<file path="src/rtl/demux16_buf.sv">
// Buffered 1-to-2 demultiplexer: steers each accepted word into channel A or B FIFO by s,
// with each channel draining over its own valid/ready handshake.
module demux16_buf #(
  parameter int unsigned WIDTH = 16,
  parameter int unsigned DEPTH = 2
) (
  input  logic                   clk,
  input  logic                   reset,
  input  logic [WIDTH-1:0]       d,
  input  logic                   s,
  input  logic                   in_valid,
  output logic                   in_ready,
  output logic [WIDTH-1:0]       out_a,
  output logic                   a_valid,
  input  logic                   a_ready,
  output logic [$clog2(DEPTH):0] a_count,
  output logic [WIDTH-1:0]       out_b,
  output logic                   b_valid,
  input  logic                   b_ready,
  output logic [$clog2(DEPTH):0] b_count
);

  localparam int unsigned PtrW = $clog2(DEPTH);
  localparam int unsigned CntW = PtrW + 1;
  localparam logic [CntW-1:0] Full = CntW'(DEPTH);

  logic [WIDTH-1:0] mem_a [DEPTH];
  logic [WIDTH-1:0] mem_b [DEPTH];

  logic [PtrW-1:0] a_wr_q, a_rd_q, b_wr_q, b_rd_q;
  logic [CntW-1:0] a_cnt_q, a_cnt_d, b_cnt_q, b_cnt_d;
  logic            push_a, push_b, pop_a, pop_b;

  assign a_valid  = (a_cnt_q != '0);
  assign b_valid  = (b_cnt_q != '0);
  assign a_count  = a_cnt_q;
  assign b_count  = b_cnt_q;
  // Readiness depends only on the selected channel's occupancy, never on consumer ready.
  assign in_ready = s ? (b_cnt_q != Full) : (a_cnt_q != Full);

  assign push_a = in_valid && in_ready && !s;
  assign push_b = in_valid && in_ready && s;
  assign pop_a  = a_valid && a_ready;
  assign pop_b  = b_valid && b_ready;

  assign out_a = a_valid ? mem_a[a_rd_q] : '0;
  assign out_b = b_valid ? mem_b[b_rd_q] : '0;

  always_comb begin
    a_cnt_d = a_cnt_q;
    if (push_a && !pop_a) begin
      a_cnt_d = a_cnt_q + 1'b1;
    end else if (pop_a && !push_a) begin
      a_cnt_d = a_cnt_q - 1'b1;
    end
  end

  always_comb begin
    b_cnt_d = b_cnt_q;
    if (push_b && !pop_b) begin
      b_cnt_d = b_cnt_q + 1'b1;
    end else if (pop_b && !push_b) begin
      b_cnt_d = b_cnt_q - 1'b1;
    end
  end

  // Pointers wrap naturally since DEPTH is a power of two.
  always_ff @(posedge clk or negedge reset) begin
    if (!reset) begin
      a_wr_q  <= '0;
      a_rd_q  <= '0;
      a_cnt_q <= '0;
      b_wr_q  <= '0;
      b_rd_q  <= '0;
      b_cnt_q <= '0;
    end else begin
      a_cnt_q <= a_cnt_d;
      b_cnt_q <= b_cnt_d;
      if (push_a) a_wr_q <= a_wr_q + 1'b1;
      if (pop_a)  a_rd_q <= a_rd_q + 1'b1;
      if (push_b) b_wr_q <= b_wr_q + 1'b1;
      if (pop_b)  b_rd_q <= b_rd_q + 1'b1;
    end
  end

  // Storage is deliberately left unreset.
  always_ff @(posedge clk) begin
    if (push_a) mem_a[a_wr_q] <= d;
    if (push_b) mem_b[b_wr_q] <= d;
  end

endmodule

</file>
<file path="config.mk">
export PLATFORM = sky130hd
export DESIGN_NAME = demux16_buf
export DESIGN_NICKNAME = d
export VERILOG_FILES = /design/src/rtl/demux16_buf.sv
export SDC_FILE = /design/constraint.sdc
export NUM_CORES = 1
export LEC_CHECK = 0
export ABC_AREA = 1
export ABC_CLOCK_PERIOD_IN_PS = 2100
export CORE_ASPECT_RATIO = 0.7
export CORE_MARGIN = 5
export CORE_UTILIZATION = 45
export DETAILED_ROUTE_END_ITERATION = 8
export GPL_TIMING_DRIVEN = 0
export PLACE_DENSITY = 0.75
export SYNTH_ARGS = -nofsm -noshare
export SYNTH_HDL_FRONTEND = slang
export SYNTH_SLANG_ARGS = --single-unit
</file>
<file path="constraint.sdc">
create_clock -name clk -period 2.1 [get_ports clk]
set_clock_uncertainty 0.2 [all_clocks]
set_input_delay 0.525 -clock clk [delete_from_list [all_inputs] [get_ports clk]]
set_output_delay 0.525 -clock clk [all_outputs]
set_load 0.005 [all_outputs]
</file>
Word-level counts from Yosys, hierarchy flattened
Memories as Yosys holds them, arrays and structs flattened.
Cells that the tools add are included.

cells by class
  $add $sub $neg = 8
  equal/unequal tests = 2
  muxes and demuxes = 11
  reduce and logical (&&, ||, !) cells = 18

operators by type and width
  cell                                                                 count
  16-bit two-way mux                                                   2
  1-bit logical AND                                                    9
  2-bit two-way mux                                                    4
  2-bit nonzero test                                                   4
  1-bit logical NOT                                                    5
  1-bit two-way mux                                                    5
  1-bit adder (second input constant)                                  4
  2-bit by 1-bit adder with 2-bit output (second input constant)       2
  2-bit != test (second input constant)                                2
  2-bit by 1-bit subtractor with 2-bit output (second input constant)  2

word-level totals
  bits in registers = 8
  RAM bits = 64
  input bits = 22
  output and inout bits = 39
  logic and storage cells = 47
  memories = 2

memories
  name   words  bits a word  rd ports  clocked after Yosys merged registers in  write ports  line  source
  mem_a  2      16           1         0                                        1            27    logic [WIDTH-1:0] mem_a [DEPTH];
  mem_b  2      16           1         0                                        1            28    logic [WIDTH-1:0] mem_b [DEPTH];

Longest topological paths before layout
Gate-level depths: netlist (run 1).

  depth in word-level cells = 8
  depth in mapped cells = 8
  depth with buffers taken out = 8

Worst setup path before layout (run 1)
No wires, ideal clock.

  kind = reg2reg
  from = register b_cnt_q[0] (netlist: b_count[0])
  to = memory mem_b[1][0], enable pin
  setup time = 0.388 ns
  arrival time = 1.430 ns
  data required time = 1.512 ns
  setup slack = 0.082 ns
  cell stages (with the launch flop) = 5
  buffers on the path = 0
  clock period less this slack = 2.018 ns
  cell sequence = dfrtp_1 -> inv_1 -> nand2_1 -> nand3_1 -> nor2_1

between the ends
  longest elaborated chain between the ends = 6

ends and longest elaborated chain
  what                                     line  source
  from (decl)                              31    logic [CntW-1:0] a_cnt_q, a_cnt_d, b_cnt_q, b_cnt_d;
  from (signal assigned)                   78    b_cnt_q <= b_cnt_d;
  2-bit != test                            39    assign in_ready = s ? (b_cnt_q != Full) : (a_cnt_q != Full);
  1-bit two-way mux                        39
  1-bit logical AND (2 in series)          42    assign push_b = in_valid && in_ready && s;
  1-bit two-way mux                        89    if (push_b) mem_b[b_wr_q] <= d;
  1-bit two-way mux (not written as such)  89
  to (decl)                                28

Every way passes these cells.

Worst setup path in the final report (run 1)
  from = register b_rd_q
  to = output port out_b[11]

between the ends
  longest elaborated chain between the ends = 2

ends and longest elaborated chain
  what                    line  source
  from (decl)             30    logic [PtrW-1:0] a_wr_q, a_rd_q, b_wr_q, b_rd_q;
  from (signal assigned)  82    if (pop_b) b_rd_q <= b_rd_q + 1'b1;
  memory 2 x 16 bit       -
  16-bit two-way mux      47    assign out_b = b_valid ? mem_b[b_rd_q] : '0;
  to (decl)               17    output logic [WIDTH-1:0] out_b,

Every way passes these cells.

==> results.txt, run 1 <==
Clock Sinks: 72
1st-iter DRT viols: 108
die area: 7980 um2
Mean Syn Cell Area: 12.8 um2
drt first pass iters: 4
fillers: 384
Buf/Inv on CP: 4
vias in the first global route: 2,254
Critical Path Start: b_rd_q
Clock Latency Late Sink: 0.35 ns
Setup crit start kind: flop
failing checks: negative setup slack
cell count after synthesis: 221
clk root buf: clkbuf_8
Layout Nets: 356
fin. max-slew vios: 0
DR vias: 2,135
IR drop worst, VDD: 0.541 mV
H-tree lvl count: 3
CTS tree: done
run status: finished with violations
Final min period: 2.15 ns
total congestion overflow: 0
largest area contributor in the netlist: edfxtp_1
Register Area: 2130 um2
Setup crit end: out_b[11]
setup violators final: 16
Inst Count DP: 361
Crit path largest cell delay: 0.38 ns
final period utilization: 102%
Starting Density: 45.8%
Routed Wire Length: 7510 um
post-synth design cell area: 2820 um2
first-pass GRT wire length: 11,300 um
WL/cell: 18.1 um
fin area: 4420 um2
Final Hold Viols: 0
pwr/cell area: 1450 nW/um2
core footprint: 6160 um2
Hold Crit Class: primary input to asynchronous set/reset pin
Port Buffers: 60
area post-placement: 3540 um2
vias per cell: 5.14
num rows: 24
Reg clk slew, reported paths: 0.08 ns
total CTS buffers: 9
setup_tns: -0.419 ns
reg2reg end: mem_b[1][10]
CP max stage cell: dfrtp_1
Total GRT Usage: 18.4%
crit path kind: flop to output pin
antenna violations before repair: 0
CP endpoint kind: output pin
final worst slack: -0.0483 ns
Required @ worst endpoint: 1.37 ns
RSZ-0062 raised after global routing: true
Synth area leaders: edfxtp_1 (68%), nand2_1 (9.7%), dfrtp_1 (7.1%)
Yosys reg bits: 72
largest net degree at the start of global routing: 17
Pwr Total: 0.00638 W
worst-path cell chain: buf_6, clkinv_8, buf_12, nand2_4, a21oi_2, buf_2
placed wire-length estimate: 4100 um
CTS max path bufs: 2
Post-Synthesis Net Count: 245
Peak Freq: 0.465 GHz
Max Cap Violations: 0
post-synth cell types: 19
Slew @ Worst Pin: 0.549 ns
number of diodes: 0
Detail Route Antenna Nets: 0
Critical Path AT: 1.42 ns
Worst R2R Path Depth: 5
Slew headroom: 63.3%
FF-to-FF Start: b_count[1]
die height: 76.3 um
crit path max fanout: 6
P_leak: 1.80 nW
synth-to-layout area growth: 56.5%
Multi-input gate area: 917 um2
register area share after synthesis: 75.2%
Worst path depth: 6
IO Count: 61
flop2flop setup slack: 0.08 ns
Final GP Congestion: 0.720
proportion of layout cells with a drive suffix above 1: 50.1%
Die W: 105 um
Top delay family on crit path: buffers and inverters
DRC: 0
Finished Layout Cells: 415
top-area cell type share of the netlist area: 68.1%
Synth warnings: 0
timing repair:
action                     in CTS  in global routing
buffers inserted               31                  5
hold buffers                    0                  0
setup endpoints to repair      89                 36
gates cloned                    2                  2
pin swaps                      15                 24
gates resized for setup       202                 62
cell usage after synthesis:
master    number
dfrtp_1        8
buf_2          3
inv_1         11
o21ai_0        1
buf_4          4
nor2_1         4
clkbuf_1       1
nor2_4         2
nand2_1       73
o211ai_1       1
edfxtp_1      64
xnor2_1        3
nand3_1        1
inv_2          1
clkinv_1       2
ha_1           2
a21oi_1       34
or2_0          2
xor2_1         4
placed cells by master, fill, tap and decap left out, drive strengths merged:
cell,Yosys,final
edfxtp,64,64
dlymetal6s2s,0,1
dfrtp,8,8
clkinvlp,0,3
clkbuf,1,14
inv,12,11
clkdlybuf4s50,0,22
ha,2,2
clkinv,2,5
or2,2,2
a21oi,34,34
bufinv,0,1
o21ai,1,1
nand3,1,1
dlygate4sd2,0,4
nor2,6,6
buf,7,77
o211ai,1,1
xor2,4,4
xnor2,3,3
nand2,73,73
worst min path at each step:
stage,startpoint,depth (start not counted),to
finish,reset,1,b_wr_q
global route,reset,1,b_wr_q
CTS,reset,1,b_rd_q
detailed placement,a_wr_q,2,a_wr_q
global placement,a_wr_q,2,a_wr_q
floorplan,reset,0,a_count[0]
state kept, by name, summed over array words and instances (netlist names):
register	count
a_count	2
a_rd_q	1
b_wr_q	1
b_rd_q	1
mem_b	32
b_count	2
mem_a	32
a_wr_q	1
where the power goes:
| part | internal [W] | switching, W | total (W) |
|---|---|---|---|
| sequential | 0.00183 | 0.000137 | 0.00196 |
| clock | 0.000542 | 0.000496 | 0.00104 |
| combinational | 0.00174 | 0.00164 | 0.00338 |
layout make-up:
cell class | count | area share [%]
buffer | 8 | 2.75
clock buffer | 10 | 2.89
inverter | 14 | 1.84
clock inverter | 6 | 1.36
timing repair buffer | 100 | 20.0
multi-input combinational | 127 | 20.8
tap | 78 | 2.21
sequential | 72 | 48.1
cells by family (layout without fill, tap and decap cells):
logic type / Yosys count / in the layout / synth area share (%)
AO/OA/AOI/OAI: 36 / 36 / 6.47
adder cells (fa/ha/maj): 2 / 2 / 0.887
buffers and inverters: 22 / 138 / 3.59
AND/OR/NAND/NOR: 82 / 82 / 11.7
flip-flops: 72 / 72 / 75.2
XOR/XNOR: 7 / 7 / 2.17
routing by layer:
layer / GRT usage (%) / wire, um
met3: 7.54 / 440
met1: 21.2 / 3250
met5: 0 / 0
met2: 32.0 / 3750
met4: 4.21 / 62
through the flow:
stage | utilization, % | hold slack, ns | worst slack [ns]
after floorplan | - | 0.0294 | 0.0816
final | 71.7 | 0.250 | -0.0483
after CTS | 67.3 | 0.249 | -0.0926
after global routing | 71.7 | 0.277 | -0.116
after detailed placement | 57.5 | 0.270 | -0.496
after global placement | 57.2 | 0.264 | -0.855
Note: power is estimated with default switching activity, not from simulation.
==> inputs of run 2 (changes only) <==
--- a/config.mk
+++ b/config.mk
@@ -12,7 +12,7 @@
 export CORE_UTILIZATION = 45
 export DETAILED_ROUTE_END_ITERATION = 8
 export GPL_TIMING_DRIVEN = 0
-export PLACE_DENSITY = 0.75
+export PLACE_DENSITY_LB_ADDON = 0.1
 export SYNTH_ARGS = -nofsm -noshare
 export SYNTH_HDL_FRONTEND = slang
 export SYNTH_SLANG_ARGS = --single-unit
==> run 2 against run 1 <==
The run still ends with negative setup slack left. Power increased by 5.1%. Wire length down 1.9%. Sequential power about the same. Via count shrank 3.0%. Clock-buffer cell count unchanged. Cell area is 2.4% higher. Global-route usage decreased by 0.29 points. Clock power rose by 13%. Worst setup slack lost 0.087 ns. First-iteration DRC count shrank 14%. Register-to-register slack worse by 0.14 ns. Flip-flop and latch count is the same. Critical path type is now primary input to flop. Largest power group unchanged.
==> results.txt, run 2 (same netlist as run 1, synthesis figures left out) <==
Crit path largest cell delay: 0.80 ns
Worst R2R Path Depth: 4
failing checks: negative setup slack
worst-path cell chain: clkdlybuf4s50_1, nand3_1, nor2_2
pwr/cell area: 1480 nW/um2
num rows: 24
Sw Share: 33.9%
CTS tree: done
Hold Crit Class: primary input to asynchronous set/reset pin
grt met1 use: 23.9%
fin area: 4520 um2
number of diodes: 0
fin. max-slew vios: 0
CP max stage cell: nor2_2
reg2reg end: mem_b[0][1]
Internal: 0.00443 W
DRC: 0
Min Hold Slack: 0.267 ns
final period utilization: 106%
Peak Freq: 0.447 GHz
run status: finished with violations
Clock Sinks: 72
GR Layer Usage met2: 27.1%
crit path max fanout: 16
Clock Power Share: 17.4%
Clock Latency Late Sink: 0.35 ns
IR drop worst, VDD: 0.699 mV
Reg clk slew, reported paths: 0.08 ns
vias per cell: 4.93
proportion of layout cells with a drive suffix above 1: 48.2%
final core utilization: 73.5%
setup violators final: 62
most common cell after layout, fill and taps aside: edfxtp_1
FF-to-FF Start: b_count[0]
H-tree lvl count: 3
first-pass GRT wire length: 10,900 um
Critical Path AT: 2.00 ns
commonest non-fill, non-tap cells in the layout: edfxtp_1 (64), nand2_1 (53), buf_2 (32)
GRT busiest layer: met2
NetSw: 0.00228 W
Slew @ Worst Pin: 0.995 ns
core footprint: 6160 um2
die height: 76.3 um
RSZ-0062 raised after global routing: true
crit path kind: primary input to flop
Logic pwr share: 53.6%
drt first pass iters: 4
area post-placement: 3540 um2
clk root buf: clkbuf_8
Layout Nets: 361
WL/cell: 17.5 um
largest net degree at the start of global routing: 17
setup_tns: -5.02 ns
total CTS buffers: 9
Detail Route Antenna Nets: 0
Slew headroom: 33.6%
final worst slack: -0.135 ns
Final Hold Viols: 0
P_leak: 1.82 nW
sequential power share: 29.0%
Max Cap Violations: 0
DR vias: 2,071
Die W: 105 um
flop2flop setup slack: -0.06 ns
GR Util met3: 7.96%
Final GP Congestion: 0.719
CP endpoint kind: flop
Setup crit start kind: primary input
Total GRT Usage: 18.1%
placed wire-length estimate: 3840 um
vias in the first global route: 2,050
Final min period: 2.24 ns
1st-iter DRT viols: 93
Port Buffers: 60
Required @ worst endpoint: 1.86 ns
antenna violations before repair: 0
Routed Wire Length: 7360 um
Starting Density: 45.8%
die area: 7980 um2
Regs by FF count: mem_a x32, mem_b x32
synth-to-layout area growth: 60.3%
total congestion overflow: 0
Critical Path Start: in_valid
IO Count: 61
CTS max path bufs: 2
Pwr Total: 0.00671 W
-- run 2: cell count changes in the layout (fill, tap and decap cells not counted), moves of 2 or more --
cell	delta
buf_4	-14
buf_8	+3
nand2_1	+8
nand2_2	+2
dlygate4sd2_1	-2
clkinv_2	-2
buf_6	+15
clkinv_8	+2
nand2_4	-10
-- run 2: layout make-up --
| class | instances | area (um2) |
|---|---|---|
| Clock buffer | 10 | 128 |
| Buffer | 8 | 128 |
| Clock inverter | 6 | 83.8 |
| Inverter | 14 | 81.3 |
| Sequential cell | 72 | 2130 |
| Timing Repair Buffer | 103 | 1000 |
| Tap cell | 78 | 97.6 |
| Multi-Input combinational cell | 127 | 842 |
| Fill cell | 390 | 1630 |
| Timing Repair inverter | 2 | 32.5 |
-- run 2: routing by layer --
layer | up-vias | share of wire (%)
met2 | 63 | 47
li1 | 997 | -
met4 | 0 | 1.4
met1 | 1000 | 45
met3 | 11 | 6.4
met5 | - | 0
-- run 2: power by group through the flow --
| stage | registers, W | clock network (W) | logic [W] |
|---|---|---|---|
| 6_report | 0.00194 | 0.00117 | 0.00360 |
| 3_3_place_gp | 0.00196 | 0 | 0.00211 |
| 3_5_place_dp | 0.00196 | 0 | 0.00214 |
| 5_1_grt | 0.00197 | 0.00126 | 0.00387 |
| 2_1_floorplan | 0.00195 | 0 | 0.000955 |
| 4_1_cts | 0.00193 | 0.00117 | 0.00301 |
-- run 2: repair_timing --
item | 4_1_cts | 5_1_grt
setup endpoints to repair | 84 | 69
resized for setup | 202 | 65
pin swaps | 17 | 18
buffers inserted | 30 | 9
hold buffers | 0 | 0
cloned | 4 | 2
-- run 2: worst max-delay path: cells and delay by family --
kind                   cells  cell delay (ns)
buffers and inverters      1             0.48
and+or+nand+nor            2             0.98
-- run 2: how the worst max path moves through the flow --
stage                    to  slack [ns]
6_report        mem_b[0][1]       -0.14
5_1_grt         mem_b[0][1]       -0.18
4_1_cts         mem_b[1][1]       -0.13
3_5_place_dp   mem_b[1][14]       -0.50
3_3_place_gp    mem_a[1][2]       -0.91
2_1_floorplan   mem_a[1][0]        0.08
-- run 2: through the flow --
stage | worst slack (ns) | std cells
6_report | -0.135 | 420
5_1_grt | -0.184 | 420
4_1_cts | -0.134 | 410
3_5_place_dp | -0.497 | 360
3_3_place_gp | -0.912 | 359
2_1_floorplan | 0.0816 | 221
